[src/rtl/vram_write_queue.sv]
// vram_write_queue
// Buffers CPU-side VRAM writes in a small FIFO and drains them into a
// single-port framebuffer RAM. Scanout reads normally win arbitration; a
// flush request gives the queue priority until it has fully drained.
//
// state    | meaning
// ---------+--------------------------------------------------------------
// ST_NORMAL| scanout reads have priority, queue drains in idle cycles
// ST_FLUSH | queue has priority, reads granted only once the queue is empty
module vram_write_queue #(
    parameter int ADDR_W     = 16,
    parameter int DATA_W     = 16,
    parameter int FIFO_DEPTH = 8
) (
    input  logic                          i_clock,
    input  logic                          i_reset,
    input  logic                          i_wr_en,
    input  logic [ADDR_W-1:0]             i_wr_addr,
    input  logic [DATA_W-1:0]             i_wr_data,
    input  logic                          i_flush_req,
    output logic                          o_flush_done,
    input  logic                          i_rd_req,
    input  logic [ADDR_W-1:0]             i_rd_addr,
    output logic                          o_rd_grant,
    output logic                          o_rd_valid,
    output logic [DATA_W-1:0]             o_rd_data,
    output logic                          o_vram_en,
    output logic                          o_vram_we,
    output logic [ADDR_W-1:0]             o_vram_addr,
    output logic [DATA_W-1:0]             o_vram_wdata,
    input  logic [DATA_W-1:0]             i_vram_rdata,
    output logic [$clog2(FIFO_DEPTH):0]   o_fifo_level,
    output logic                          o_fifo_full,
    output logic                          o_overflow,
    output logic [7:0]                    o_drop_count
);

    localparam int PTR_W = $clog2(FIFO_DEPTH);
    localparam int LVL_W = PTR_W + 1;
    localparam logic [LVL_W-1:0] LVL_FULL = LVL_W'(FIFO_DEPTH);

    typedef enum logic [0:0] {
        ST_NORMAL = 1'b0,
        ST_FLUSH  = 1'b1
    } state_t;

    state_t             r_state;
    logic               r_flush_done;
    logic               r_rd_valid;
    logic               r_overflow;
    logic [7:0]         r_drop_count;
    logic [PTR_W-1:0]   r_wr_ptr;
    logic [PTR_W-1:0]   r_rd_ptr;
    logic [LVL_W-1:0]   r_level;
    logic [ADDR_W-1:0]  r_mem_addr [FIFO_DEPTH];
    logic [DATA_W-1:0]  r_mem_data [FIFO_DEPTH];

    logic               w_empty;
    logic               w_full;
    logic               w_push;
    logic               w_pop;
    logic               w_drop;
    logic               w_grant;
    logic               w_en;
    logic               w_we;
    logic [ADDR_W-1:0]  w_addr;
    logic [DATA_W-1:0]  w_wdata;
    logic [LVL_W-1:0]   w_level_next;

    assign w_empty = (r_level == '0);
    assign w_full  = (r_level == LVL_FULL);

    // Arbitration between the queue head and scanout; no idle cycle between accesses.
    // Held quiet while reset is asserted so the RAM sees no stray access.
    always_comb begin
        w_grant = 1'b0;
        w_pop   = 1'b0;
        w_en    = 1'b0;
        w_we    = 1'b0;
        w_addr  = '0;
        w_wdata = '0;
        if (!i_reset) begin
            if (r_state == ST_FLUSH && !w_empty) begin
                w_en    = 1'b1;
                w_we    = 1'b1;
                w_addr  = r_mem_addr[r_rd_ptr];
                w_wdata = r_mem_data[r_rd_ptr];
                w_pop   = 1'b1;
            end else if (i_rd_req) begin
                w_grant = 1'b1;
                w_en    = 1'b1;
                w_addr  = i_rd_addr;
            end else if (!w_empty) begin
                w_en    = 1'b1;
                w_we    = 1'b1;
                w_addr  = r_mem_addr[r_rd_ptr];
                w_wdata = r_mem_data[r_rd_ptr];
                w_pop   = 1'b1;
            end
        end
    end

    // A full queue still accepts a write when the head is leaving the same cycle.
    assign w_push = i_wr_en && (!w_full || w_pop);
    assign w_drop = i_wr_en && w_full && !w_pop;

    // Next entry count; pop is only ever issued on a non-empty queue.
    always_comb begin
        w_level_next = r_level;
        if (w_push && !w_pop) begin
            w_level_next = r_level + 1'b1;
        end else if (w_pop && !w_push) begin
            w_level_next = r_level - 1'b1;
        end
    end

    // Queue payload storage; contents need no reset since level gates visibility.
    always_ff @(posedge i_clock) begin
        if (w_push) begin
            r_mem_addr[r_wr_ptr] <= i_wr_addr;
            r_mem_data[r_wr_ptr] <= i_wr_data;
        end
    end

    // Queue pointers, level and drop accounting.
    always_ff @(posedge i_clock) begin
        if (i_reset) begin
            r_wr_ptr     <= '0;
            r_rd_ptr     <= '0;
            r_level      <= '0;
            r_overflow   <= 1'b0;
            r_drop_count <= '0;
        end else begin
            if (w_push) begin
                r_wr_ptr <= r_wr_ptr + 1'b1;
            end
            if (w_pop) begin
                r_rd_ptr <= r_rd_ptr + 1'b1;
            end
            r_level <= w_level_next;
            if (w_drop) begin
                r_overflow <= 1'b1;
                if (r_drop_count != 8'hFF) begin
                    r_drop_count <= r_drop_count + 8'd1;
                end
            end
        end
    end

    // Read data is valid the cycle after a grant, matching the sync RAM latency.
    always_ff @(posedge i_clock) begin
        if (i_reset) begin
            r_rd_valid <= 1'b0;
        end else begin
            r_rd_valid <= w_grant;
        end
    end

    // Mode FSM: flush holds until the queue is seen empty, then pulses flush_done.
    always_ff @(posedge i_clock) begin
        if (i_reset) begin
            r_state      <= ST_NORMAL;
            r_flush_done <= 1'b0;
        end else begin
            r_flush_done <= 1'b0;
            case (r_state)
                ST_NORMAL: begin
                    if (i_flush_req) begin
                        r_state <= ST_FLUSH;
                    end
                end
                ST_FLUSH: begin
                    if (w_level_next == '0) begin
                        r_state      <= ST_NORMAL;
                        r_flush_done <= 1'b1;
                    end
                end
                default: r_state <= ST_NORMAL;
            endcase
        end
    end

    assign o_flush_done = r_flush_done;
    assign o_rd_grant   = w_grant;
    assign o_rd_valid   = r_rd_valid;
    assign o_rd_data    = r_rd_valid ? i_vram_rdata : '0;
    assign o_vram_en    = w_en;
    assign o_vram_we    = w_we;
    assign o_vram_addr  = w_addr;
    assign o_vram_wdata = w_wdata;
    assign o_fifo_level = r_level;
    assign o_fifo_full  = w_full;
    assign o_overflow   = r_overflow;
    assign o_drop_count = r_drop_count;

endmodule

[config.mk]
export PLATFORM = sky130hd
export DESIGN_NAME = vram_write_queue
export DESIGN_NICKNAME = d
export VERILOG_FILES = /design/src/rtl/vram_write_queue.sv
export SDC_FILE = /design/constraint.sdc
export NUM_CORES = 1
export LEC_CHECK = 0
export CAP_MARGIN = 20
export CORE_MARGIN = 2
export CORE_UTILIZATION = 50
export CTS_CLUSTER_SIZE = 14
export DETAILED_ROUTE_END_ITERATION = 16
export PLACE_DENSITY = 0.73
export SLEW_MARGIN = 40
export SYNTH_ARGS = -nofsm -noshare
export SYNTH_HDL_FRONTEND = slang
export SYNTH_SLANG_ARGS = --single-unit
[constraint.sdc]
create_clock -name i_clock -period 5.02 [get_ports i_clock]
set_clock_uncertainty 0.05 [all_clocks]
set_input_delay 1.004 -clock i_clock [delete_from_list [all_inputs] [get_ports i_clock]]
set_output_delay 1.004 -clock i_clock [all_outputs]
set_load 0.1 [all_outputs]
# Word-level counts from Yosys, hierarchy flattened
# Memories as Yosys holds them, arrays and structs flattened. A register that Yosys moved wholly into a read port is not among the register bits.
# Cells that the tools add are included.
[word_totals]
ff_bits = 22
mem_bits_rw = 256
inputBits = 69
output_inout_bits = 67
word_cells = 64
memories = 2
[op_classes]
addsub = 5
n_eq_ne = 2
mux = 31
n_bitwise = 1
n_reduce_logical = 15
[memory_table]
columns = ["memory", "depth", "word_bits", "read_ports", "rd_clocked_by_memory_dff", "write_ports", "line_no", "text"]
rows = [
  ["r_mem_addr", 8, 16, 1, 1, 1, "55", "logic [ADDR_W-1:0] r_mem_addr [FIFO_DEPTH];"],
  ["r_mem_data", 8, 16, 1, 1, 1, "56", "logic [DATA_W-1:0] r_mem_data [FIFO_DEPTH];"],
]
[ops]
columns = ["op", "n"]
rows = [
  ["$mux 16", 9],
  ["$mux 1", 15],
  ["$mux 3", 4],
  ["$add 8x1->8 const B", 1],
  ["$logic_not 4->1", 2],
  ["$mux 4", 2],
  ["$ne 8x8->1 const B", 1],
  ["$add 3x1->3 const B", 2],
  ["$logic_and 1x1->1", 6],
  ["$add 4x1->4 const B", 1],
  ["$eq 4x4->1 const B", 1],
  ["$logic_not 1->1", 4],
  ["$sub 4x1->4 const B", 1],
  ["$pmux 1 s2", 1],
  ["$reduce_and 2->1", 1],
  ["$reduce_or 2->1", 1],
  ["$logic_or 1x1->1", 1],
  ["$not 1->1", 1],
]

# Logic depth before layout (Yosys ltp)
[logic_depth]
depth_word = 14
depth_mapped = 8
depth_no_buf = 8

# Worst setup path before layout
# Ideal clock, no wire load.
[synth_timing]
kind = "reg2reg"
startpoint = "reg r_level[0] (netlist: o_fifo_level[0])"
endpoint = "mem r_mem_addr[0][0] (enable)"
setup_ns = 0.461
arrival_ns = 5.330
required_ns = 4.509
setup_slack_ns = -0.821
path_stages_with_launch = 9
n_path_buf = 0
synth_period_minus_slack_ns = 5.841
path_cell_list = "dfxtp_1 > inv_1 > ha_1 > nand3b_1 > clkinv_1 > o21ai_1 > nand2_1 > or2_1 > nor3_1"
[synth_via]
elab_cells_between_ends = 13
cone_classes = "eq/ne (1); mux (6); reduce/logical (6)"
[synth_rtl]
columns = ["item", "line_no", "text"]
rows = [
  ["from (decl)", "54", "logic [LVL_W-1:0] r_level;"],
  ["from (signal assigned)", "140", "r_level <= w_level_next;"],
  ["$eq 4x4->1", "71", "assign w_full = (r_level == LVL_FULL);"],
  ["named net o_fifo_full", "33", "output logic o_fifo_full,"],
  ["$logic_not 1->1", "104", "assign w_push = i_wr_en && (!w_full || w_pop);"],
  ["$logic_or 1x1->1", "104", ""],
  ["$logic_and 1x1->1", "104", ""],
  ["$mux 1", "119", "if (w_push) begin"],
  ["$mux 1 (not written as such)", "120", "r_mem_addr[r_wr_ptr] <= i_wr_addr;"],
  ["to (decl)", "55", ""],
]
# The timed path passes the listed nets, and every way through them passes these cells.

# Worst setup path in the final report
[layout_timing]
startpoint = "reg r_level[0] (netlist: o_fifo_level[0])"
endpoint = "out o_vram_addr[6]"
[layout_via]
elab_chain_len = 5
elab_cells_between_ends = 7
cone_classes = "mux (4); reduce/logical (3)"
[layout_lines]
columns = ["item", "line_no", "text"]
rows = [
  ["$logic_not 4->1 (*)", "70", "assign w_empty = (r_level == '0);"],
  ["$mux 16 or $logic_not 1->1 (tied branches)", "-", ""],
  ["$mux 16 or $logic_and 1x1->1 (tied branches)", "89, 83", ""],
  ["$mux 16 (*)", "83", "if (r_state == ST_FLUSH && !w_empty) begin"],
  ["$mux 16 (*)", "82", "if (!i_reset) begin"],
  ["to (decl)", "29", "output logic [ADDR_W-1:0] o_vram_addr,"],
]
# Mark *: on every way between the ends. The rest lies on a longest branch, timed or not.

==> results.toml <==
[outcome]
status = "completed"

[finish]
syn2layout_area_growth_pct = 27.0
diodes = 0
fin_area_um2 = 14100
drive_gt1_share_pct = 27.7
layout.nets = 814

[clock_network]
cts_setup_buffers = 0
tritoncts = "done"
cts.sink_count = 281
cts_buffers = 28
clk_pin_slew_ns = 0.06
clk_latency_ns = 0.53
cts-root-buf = "clkbuf_16"
cts-htree-levels = 1
cts_hold_buf = 0
cts.path.max_buffers = 3
cts_resized = 0

[synthesis]
avgSynthCellArea_um2 = 19.0
synthCells = 585
synth.area.top_cells = "edfxtp_1 (69%), mux4_2 (13%), dfxtp_1 (4.5%)"
synth_fp_nets = 659
async_reset_ff_share_pct = 0
synth_seq_area_share_pct = 73.7
synth.most_common_cell = "edfxtp_1"
synth-edff-count = 256
synthFlopType = "edfxtp_1"
ys_types = 54
yosysWarnings = 0
synth_top_area_cell = "edfxtp_1"
synth_common_cells = "edfxtp_1 (256), mux4_2 (64), nor2_1 (43), mux2i_1 (30), dfxtp_1 (25)"
ys_ff_latch = 281
syn-cell-area_um2 = 11100
synth_top_area_share_pct = 69.2

[route]
drc_errors = 0
via_per_inst = 5.66
postRouteAntennaNets = 0
wl_per_cell_um = 21.8
drt_iter0_drc = 489
dr.pass1.iters = 5
vias = 5894
drt-total-wl_mm = 22.7

[grt]
grt_overflow = 0
first_global_vias = 6149
grt_pass1_wl_mm = 35.0
grt_max_degree = 39
grt_use_total_pct = 19.3
antenna_found_initial = 0

[sta]
slew_headroom_pct = 48.6
period_needed_ns = 4.30
fin_crit_sh_pct = 85.8
finalHoldViolations = 0
tightest_slew_ns = 0.771
hold_ws_ns = 0.402
rsz0062_at_grt = "false"
fmax_mhz = 232
final-setup-viol-count = 0
finalMaxSlewViolations = 0

[critical_path]
path_buf_inv = 2
r2r_end = "r_mem_addr[4][7]"
rrSetupSlack_ns = 1.81
worstPathArrival_ns = 3.25
cp_slowest_cell = "and2_1"
critPathKind = "reg -> out"
crit_start = "o_fifo_level[0]"
critical-path-top-delay-family = "simple AND/OR/NAND/NOR gates"
end_kind = "primary output"
crit_chain = "inv_1, ha_1, or3b_1, a21boi_1, and2_1, nand2_1, o21ai_0, buf_12"
cp-start-kind = "flip-flop"
r2r-start = "o_fifo_level[0]"
max_stage_delay_ns = 0.62
reg2reg_depth = 9
required_ns = 3.97
cp_max_fo = 13

[die]
die_area_um2 = 23400
core_area_um2 = 21800
die_y_um = 153
rows = 54
initial_core_util_pct = 50.9
die_x_um = 153
io_pins = 136

[worst_hold_path]
hold_path_end = "o_overflow"
hold_path_class = "reg -> reg"
hold_path_startpoint = "o_overflow"
whs_path_depth = 2

[run]
maxCapViolations = 0

[placement]
port_buffers = 135
place_congestion = 0.813
place_area_um2 = 13100
hpwl_mm = 13.6

[power_and_ir_drop]
power.density_nw_per_um2 = 452
p_leak_nw = 4.60
irDropWorstVdd_v = 0.000290
## layer usage
metal | share of wire, % | GRT usage (%) | vias up
met5 | 0 | 0 | -
met4 | 2.3 | 5.07 | 0
met3 | 6.2 | 3.54 | 38
met2 | 49 | 31.7 | 229
met1 | 43 | 27.1 | 2968
li1 | - | - | 2659
## worst max-delay path by stage
| stage | depth (start not counted) | end |
|---|---|---|
| finish | 8 | o_vram_addr[6] |
| global route | 8 | o_vram_addr[6] |
| CTS | 8 | o_vram_addr[6] |
| detailed placement | 6 | o_vram_addr[6] |
| global placement | 6 | o_vram_addr[6] |
| floorplan | 7 | o_vram_addr[12] |
## worst reg2reg max path: cells and delay by family, from the launching register on
| family | cells | cell delay (ns) |
|---|---|---|
| AND/OR/NAND/NOR | 4 | 1.35 |
| buffers and inverters | 3 | 0.54 |
| adder cells (fa/ha/maj) | 1 | 0.27 |
| AO/OA/AOI/OAI | 1 | 0.22 |
| flip-flops | 1 | 0.49 |
## layout make-up
class / count / area, um^2
Clock inverter: 19 / 236
Clock buffer: 32 / 716
Multi-Input combinational cell: 269 / 2840
Tap cell: 280 / 350
Inverter: 7 / 26.3
Timing Repair Buffer: 153 / 1740
Sequential cell: 281 / 8200
Fill cell: 1499 / 7710
## registers in the layout, summed over array words and instances (netlist names), named ones only
name,count
o_rd_valid,1
o_fifo_level,4
r_mem_data,128
o_drop_count,8
r_mem_addr,128
r_rd_ptr,3
r_wr_ptr,3
r_state,1
o_flush_done,1
o_overflow,1
## through the flow
step           instances  utilization [%]  setup WS [ns]  power (mW)  setup TNS (ns)
3_5_place_dp         989             60.2          0.828        4.29               0
6_report            1041             64.7          0.715        6.38               0
3_3_place_gp         989             60.8          0.946        4.28               0
5_1_grt             1041             64.7          0.466        6.59               0
2_1_floorplan        585                -         -0.615        3.83           -4.51
4_1_cts             1040             64.6          0.677        6.41               0
## cell families after synthesis
kind of cell | Yosys count | share of synthesized area [%]
AOI/OAI and AO/OA | 41 | 2.46
xor gates and xnor gates | 11 | 0.867
muxes | 97 | 16.0
DFF | 281 | 73.7
and+or+nand+nor | 115 | 5.08
buffers and inverters | 35 | 1.33
adders and majority gates | 5 | 0.563
## where the power goes
group          total (mW)  switching [mW]  internal, mW
logic                1.54           0.901         0.636
clock network        2.13           0.846          1.28
registers            2.71          0.0829          2.63
## layout by cell type (no fill, tap or decap), drive strengths merged, types with 8 or more instances in the layout
cell type	netlist	layout
o21ai	15	15
xnor2	8	8
dfxtp	25	25
clkdlybuf4s50	0	68
edfxtp	256	256
and2	18	18
buf	15	85
clkbuf	13	32
mux4	64	64
clkinv	1	13
mux2i	30	30
nor2	43	43
nand2	24	24
Note: power is estimated with default switching activity, not from simulation.
